$ cat src/rtl/msk_xor_rd_if.sv
// rtl/msk_xor_rd_if.sv - input/output word stream bundle for the mask XOR reader
interface msk_xor_rd_if #(
    parameter int DW = 32
);
    logic [DW-1:0] in_data;
    logic          in_valid;
    logic          in_ready;
    logic [DW-1:0] out_data;
    logic          out_valid;
    logic          out_ready;
    logic          out_last;

    modport master (
        output in_data, in_valid, out_ready,
        input  in_ready, out_data, out_valid, out_last
    );

    modport slave (
        input  in_data, in_valid, out_ready,
        output in_ready, out_data, out_valid, out_last
    );
endinterface

$ cat src/rtl/msk_xor_rd.sv
// rtl/msk_xor_rd.sv - snapshots a wide mask and XORs it MSB word first onto a word stream
module msk_xor_rd #(
    parameter int DW = 32,
    parameter int MW = 384
) (
    input  logic          clk,
    input  logic          rst,
    input  logic          msk_ld,
    input  logic [MW-1:0] msk,
    input  logic          abort,
    msk_xor_rd_if.slave   bus,
    output logic          busy,
    output logic          done
);
    localparam int NW = MW / DW;
    localparam int IW = (NW > 1) ? $clog2(NW) : 1;
    localparam logic [IW-1:0] LAST_IDX = IW'(NW - 1);

    typedef enum logic [1:0] {IDLE, RUN, DRAIN} state_t;

    state_t        state;
    logic [MW-1:0] snapshot;
    logic [IW-1:0] idx;
    logic [DW-1:0] out_data;
    logic [DW-1:0] word;
    logic          out_valid;
    logic          out_last;
    logic          in_ready;
    logic          accept;
    logic          hand_off;

    always_comb begin
        word = '0;
        for (int k = 0; k < NW; k++) begin
            if (idx == IW'(k)) word = snapshot[MW-1-k*DW -: DW];
        end
    end

    // Ready looks through the output register so a draining word frees the slot same-cycle.
    assign in_ready = (state == RUN) && (!out_valid || bus.out_ready);
    assign accept   = bus.in_valid && in_ready;
    assign hand_off = out_valid && bus.out_ready;
    assign busy     = (state != IDLE);

    assign bus.in_ready  = in_ready;
    assign bus.out_data  = out_data;
    assign bus.out_valid = out_valid;
    assign bus.out_last  = out_last;

    always_ff @(posedge clk or posedge rst) begin
        if (rst) begin
            state     <= IDLE;
            snapshot  <= '0;
            idx       <= '0;
            out_data  <= '0;
            out_valid <= 1'b0;
            out_last  <= 1'b0;
            done      <= 1'b0;
        end else begin
            done <= 1'b0;
            if (abort) begin
                state     <= IDLE;
                snapshot  <= '0;
                idx       <= '0;
                out_valid <= 1'b0;
                out_last  <= 1'b0;
            end else begin
                case (state)
                    IDLE: begin
                        if (msk_ld) begin
                            snapshot <= msk;
                            idx      <= '0;
                            state    <= RUN;
                        end
                    end
                    RUN: begin
                        if (accept) begin
                            out_data  <= bus.in_data ^ word;
                            out_valid <= 1'b1;
                            out_last  <= (idx == LAST_IDX);
                            // idx parks on the final word instead of stepping past NW-1
                            if (idx == LAST_IDX) state <= DRAIN;
                            else                 idx   <= idx + IW'(1);
                        end else if (hand_off) begin
                            out_valid <= 1'b0;
                            out_last  <= 1'b0;
                        end
                    end
                    DRAIN: begin
                        if (hand_off) begin
                            out_valid <= 1'b0;
                            out_last  <= 1'b0;
                            if (out_last) begin
                                done  <= 1'b1;
                                state <= IDLE;
                            end
                        end
                    end
                    default: state <= IDLE;
                endcase
            end
        end
    end
endmodule

$ cat src/flat_wrapper.sv
// flat-port wrapper written by rule: the top's interface ports become plain ports
module msk_xor_rd_flat 
#(
    parameter int DW = 32,
    parameter int MW = 384
)
  (clk, rst, msk_ld, msk, abort, busy, done, bus_in_data, bus_in_valid, bus_out_ready, bus_in_ready, bus_out_data, bus_out_valid, bus_out_last);
  msk_xor_rd_if #(.DW(DW)) bus_i ();
  input  logic clk;
  input  logic rst;
  input  logic msk_ld;
  input  logic [MW-1:0] msk;
  input  logic abort;
  output logic busy;
  output logic done;
  input wire logic [$bits(bus_i.in_data)-1:0] bus_in_data;
  input wire logic [$bits(bus_i.in_valid)-1:0] bus_in_valid;
  input wire logic [$bits(bus_i.out_ready)-1:0] bus_out_ready;
  output wire logic [$bits(bus_i.in_ready)-1:0] bus_in_ready;
  output wire logic [$bits(bus_i.out_data)-1:0] bus_out_data;
  output wire logic [$bits(bus_i.out_valid)-1:0] bus_out_valid;
  output wire logic [$bits(bus_i.out_last)-1:0] bus_out_last;
  assign bus_i.in_data = bus_in_data;
  assign bus_i.in_valid = bus_in_valid;
  assign bus_i.out_ready = bus_out_ready;
  assign bus_in_ready = bus_i.in_ready;
  assign bus_out_data = bus_i.out_data;
  assign bus_out_valid = bus_i.out_valid;
  assign bus_out_last = bus_i.out_last;
  msk_xor_rd #(.DW(DW), .MW(MW)) u_core (.clk(clk), .rst(rst), .msk_ld(msk_ld), .msk(msk), .abort(abort), .bus(bus_i), .busy(busy), .done(done));
endmodule
$ cat config.mk
export PLATFORM = sky130hd
export DESIGN_NAME = msk_xor_rd_flat
export DESIGN_NICKNAME = d
export VERILOG_FILES = /design/src/rtl/msk_xor_rd_if.sv /design/src/rtl/msk_xor_rd.sv /design/src/flat_wrapper.sv
export SDC_FILE = /design/constraint.sdc
export NUM_CORES = 1
export LEC_CHECK = 0
export ABC_AREA = 1
export CORE_MARGIN = 1
export CORE_UTILIZATION = 40
export CTS_CLUSTER_SIZE = 24
export DETAILED_ROUTE_END_ITERATION = 8
export GPL_TIMING_DRIVEN = 0
export PLACE_DENSITY = 0.67
export SYNTH_ARGS = -nofsm -noshare
export SYNTH_HDL_FRONTEND = slang
export SYNTH_SLANG_ARGS = --single-unit
$ cat constraint.sdc
create_clock -name clk -period 21.4 [get_ports clk]
set_clock_uncertainty 0.2 [all_clocks]
set_input_delay 2.14 -clock clk [delete_from_list [all_inputs] [get_ports clk]]
set_output_delay 2.14 -clock clk [all_outputs]
set_load 0.005 [all_outputs]
==> out/results.md <==
| Parameter | This run |
| --- | --- |
| Worst slew margin relative to its limit | 28.0% |
| Final Hold Fails | 0 |
| Maximum level of the CTS H-tree | 2 |
| Dominant register cell in the synthesized netlist | sky130_fd_sc_hd__dfrtp_1 |
| Initial core utilization | 40.5% |
| Antenna violation net count after detailed routing | 0 |
| Clock Pin Slew Worst Setup and Hold Paths | 0.05 ns |
| Hold slack | 0.275 ns |
| Number of global-route vias before repair | 20.8k |
| # hold bufs at CTS | 0 |
| Initial antenna violation count | 17 |
| Leak pwr | 13.6 nW |
| IO buf count | 458 |
| Avg Synthesized Cell Area | 7.79 um2 |
| Cell Rows | 87 |
| Post-route non-filler standard cell count | 4253 |
| Number of gates resized after CTS | 0 |
| DRC | 0 |
| Worst-Skew Late Latency | 0.60 ns |
| First-pass GRT wire length | 123000 um |
| Routed vias/inst | 5.11 |
| Sum of overflow across all layers after global routing | 0 |
| Max Fanout on Critical Path | 2 |
| Register bit count reported by yosys | 425 |
| Critical path origin | bus_out_ready |
| Unrepaired setup endpoints after global routing | false |
| Worst R2R End | u_core.snapshot[20] |
| Number of instances in the placed design | 4152 |
| Synthesized area | 0.0229 mm2 |
| Synth-to-Final Area Change | 32.1% |
| Req. time, crit path | 19.06 ns |
| Biggest area consumer among synthesized cells | sky130_fd_sc_hd__dfrtp_1 |
| Last element of the critical path | bus_in_ready |
| Total I/O pin count | 459 |
| Critical Path Source Type | primary input |
| Core area | 0.0565 mm2 |
| Iteration count of the initial detailed-routing pass | 5 |
| Maximum number of pins on one net before global-route repair | 124 |
| HP Class | reg2reg |
| Clock sink count | 425 |
| Max-slew violations | 0 |
| Run status | completed |
| CTS Buf Count | 50 |
| Launch point of the worst reg-to-reg path | u_core.state[1] |
| Setup-violating endpoint count in the final report | 0 |
| Cells after synthesis | 2935 |
| Maximum operating frequency | 0.175 GHz |
| Initial drt markers | 1768 |
| Minimum setup slack among reg-to-reg paths | 18.32 ns |
| Die Height | 241 um |
| Async set-reset flop share out of synthesis | 100% |
| Leading cell type by number of instances after synthesis | sky130_fd_sc_hd__nand2_1 |
| EDFF count, synth | 0 |
| Post-DP HPWL | 64600 um |
| Post-synthesis net count | 3361 |
| Fraction of final layout cells with drive strength greater than 1 | 10.8% |
| Die outline width | 241 um |
| Area after detailed placement | 0.0285 mm2 |
| Average wire per cell in the routed design | 19.6 um |
| Post-synthesis cell type count | 31 |
| Number of buffers added for setup after CTS | 0 |
| Cells on worst reg2reg path | 8 |
| Endpoint arrival time on the critical path | 3.38 ns |
| GP Congestion | 0.919 |
| Die Outline Area | 0.0581 mm2 |
| Post-synth top area share | 46.5% |
| Total power draw | 0.00331 W |
| Total routing usage reported by global routing | 28.6% |
| Clk buf depth | 3 |
| # nets final | 3874 |
| Total power density per cell area | 110 mW/mm2 |
| Tmin final | 5.72 ns |
| Total of max-cap violations | 0 |
| Via count | 21.7k |
| Synth warn | 0 |
| Final instance area | 0.0302 mm2 |
| TritonCTS clock tree | yes |
| Actual transition at the worst max-transition pin | 1.08 ns |
| Critical path endpoint category | output port |
| Largest cells by area after synthesis | sky130_fd_sc_hd__dfrtp_1 (46%), sky130_fd_sc_hd__nand3_1 (11%), sky130_fd_sc_hd__nand2_1 (8.7%) |
| Worst Path Class, Setup | in2out |
| Period utilization | 26.7% |
| Peak ir drop on the vdd network | 0.0682 mV |
| Root buffer cell | sky130_fd_sc_hd__clkbuf_16 |
| Total Neg Setup Slack | 0 ns |
| Portion of the post-synthesis area used by sequential elements | 46.5% |
| Final wirelength | 83200 um |
| Most numerous cell types in the synthesized netlist | sky130_fd_sc_hd__nand2_1 (533), sky130_fd_sc_hd__nand3_1 (503), sky130_fd_sc_hd__inv_1 (452) |
-- power breakdown --
| part | total [W] | switching (W) | leakage [nW] | internal (W) |
|---|---|---|---|---|
| registers | 0.00111 | 0.0000851 | 5.67 | 0.00102 |
| logic | 0.00131 | 0.000844 | 7.11 | 0.000469 |
| clock network | 0.000892 | 0.000360 | 0.826 | 0.000532 |
-- kinds of logic after synthesis --
kind of cell    after synthesis  share of synthesized area, %
compound gates              647                          17.5
fa+ha+maj                     4                         0.219
buf+inv                     684                          13.1
flops                       425                          46.5
simple gates               1175                          22.7
-- flip-flops by register name, summed over array words and instances (netlist names) --
| name | flops |
|---|---|
| u_core.bus.out_data | 32 |
| u_core.bus.out_last | 1 |
| u_core.bus.out_valid | 1 |
| u_core.done | 1 |
| u_core.idx | 4 |
| u_core.snapshot | 384 |
| u_core.state | 2 |
-- how the worst min path moves through the flow --
stage | startpoint | cells past startpoint | slack (ns) | end
after global placement | u_core.bus.out_data[4] | 2 | 0.26 | u_core.bus.out_data[4]
after detailed placement | u_core.bus.out_data[3] | 2 | 0.26 | u_core.bus.out_data[3]
after floorplan | u_core.snapshot[305] | 2 | 0.26 | u_core.snapshot[305]
after global routing | u_core.bus.out_data[25] | 2 | 0.30 | u_core.bus.out_data[25]
final | u_core.bus.out_data[11] | 2 | 0.28 | u_core.bus.out_data[11]
after CTS | u_core.bus.out_data[3] | 2 | 0.28 | u_core.bus.out_data[3]
-- cell type report --
class / count / area (um2)
Antenna cell: 9 / 22.5
Timing Repair Buffer: 461 / 4670
Multi-Input combinational cell: 1826 / 9240
Clock inverter: 15 / 236
Inverter: 472 / 1780
Tap cell: 756 / 946
Clock buffer: 77 / 1460
Buffer: 212 / 1230
Sequential cell: 425 / 10600
Fill cell: 5391 / 26300
-- through the flow --
stage	utilization, %	setup slack (ns)
after floorplan	-	7.23
after global placement	50.3	1.39
after detailed placement	50.4	15.68
after CTS	53.4	15.67
after global routing	53.5	15.64
final	53.5	15.68
-- worst max-delay path: stages --
cell and delay [ns]:
sky130_fd_sc_hd__clkdlybuf4s50_1 0.49, sky130_fd_sc_hd__nor2_1 0.07, sky130_fd_sc_hd__nor2_2 0.15, sky130_fd_sc_hd__clkdlybuf4s50_1 0.53
-- per-layer routing --
layer | vias to the layer above | global-route usage (%) | part of all wire (%)
li1 | 10500 | - | -
met1 | 10300 | 39.8 | 44
met2 | 736 | 44.1 | 45
met3 | 142 | 5.09 | 7.4
met4 | 14 | 11.0 | 3.5
met5 | - | 0 | 0.12
-- layout by cell type (no fill, tap or decap), drive strengths merged --
| cell | netlist | layout |
|---|---|---|
| nor3b | 1 | 1 |
| clkinv | 10 | 19 |
| nor2 | 76 | 76 |
| nor3 | 55 | 55 |
| a21oi | 95 | 95 |
| bufinv | 0 | 5 |
| ha | 4 | 4 |
| buf | 68 | 71 |
| clkdlybuf4s50 | 0 | 458 |
| clkbuf | 144 | 221 |
| nand3b | 1 | 1 |
| o21ai | 550 | 550 |
| diode | 0 | 9 |
| inv | 462 | 462 |
| nand2 | 538 | 538 |
| o32ai | 1 | 1 |
| a211oi | 1 | 1 |
| nand4 | 1 | 1 |
| dfrtp | 425 | 425 |
| clkinvlp | 0 | 1 |
| nand3 | 503 | 503 |
Power figures use the tool's default switching activity.
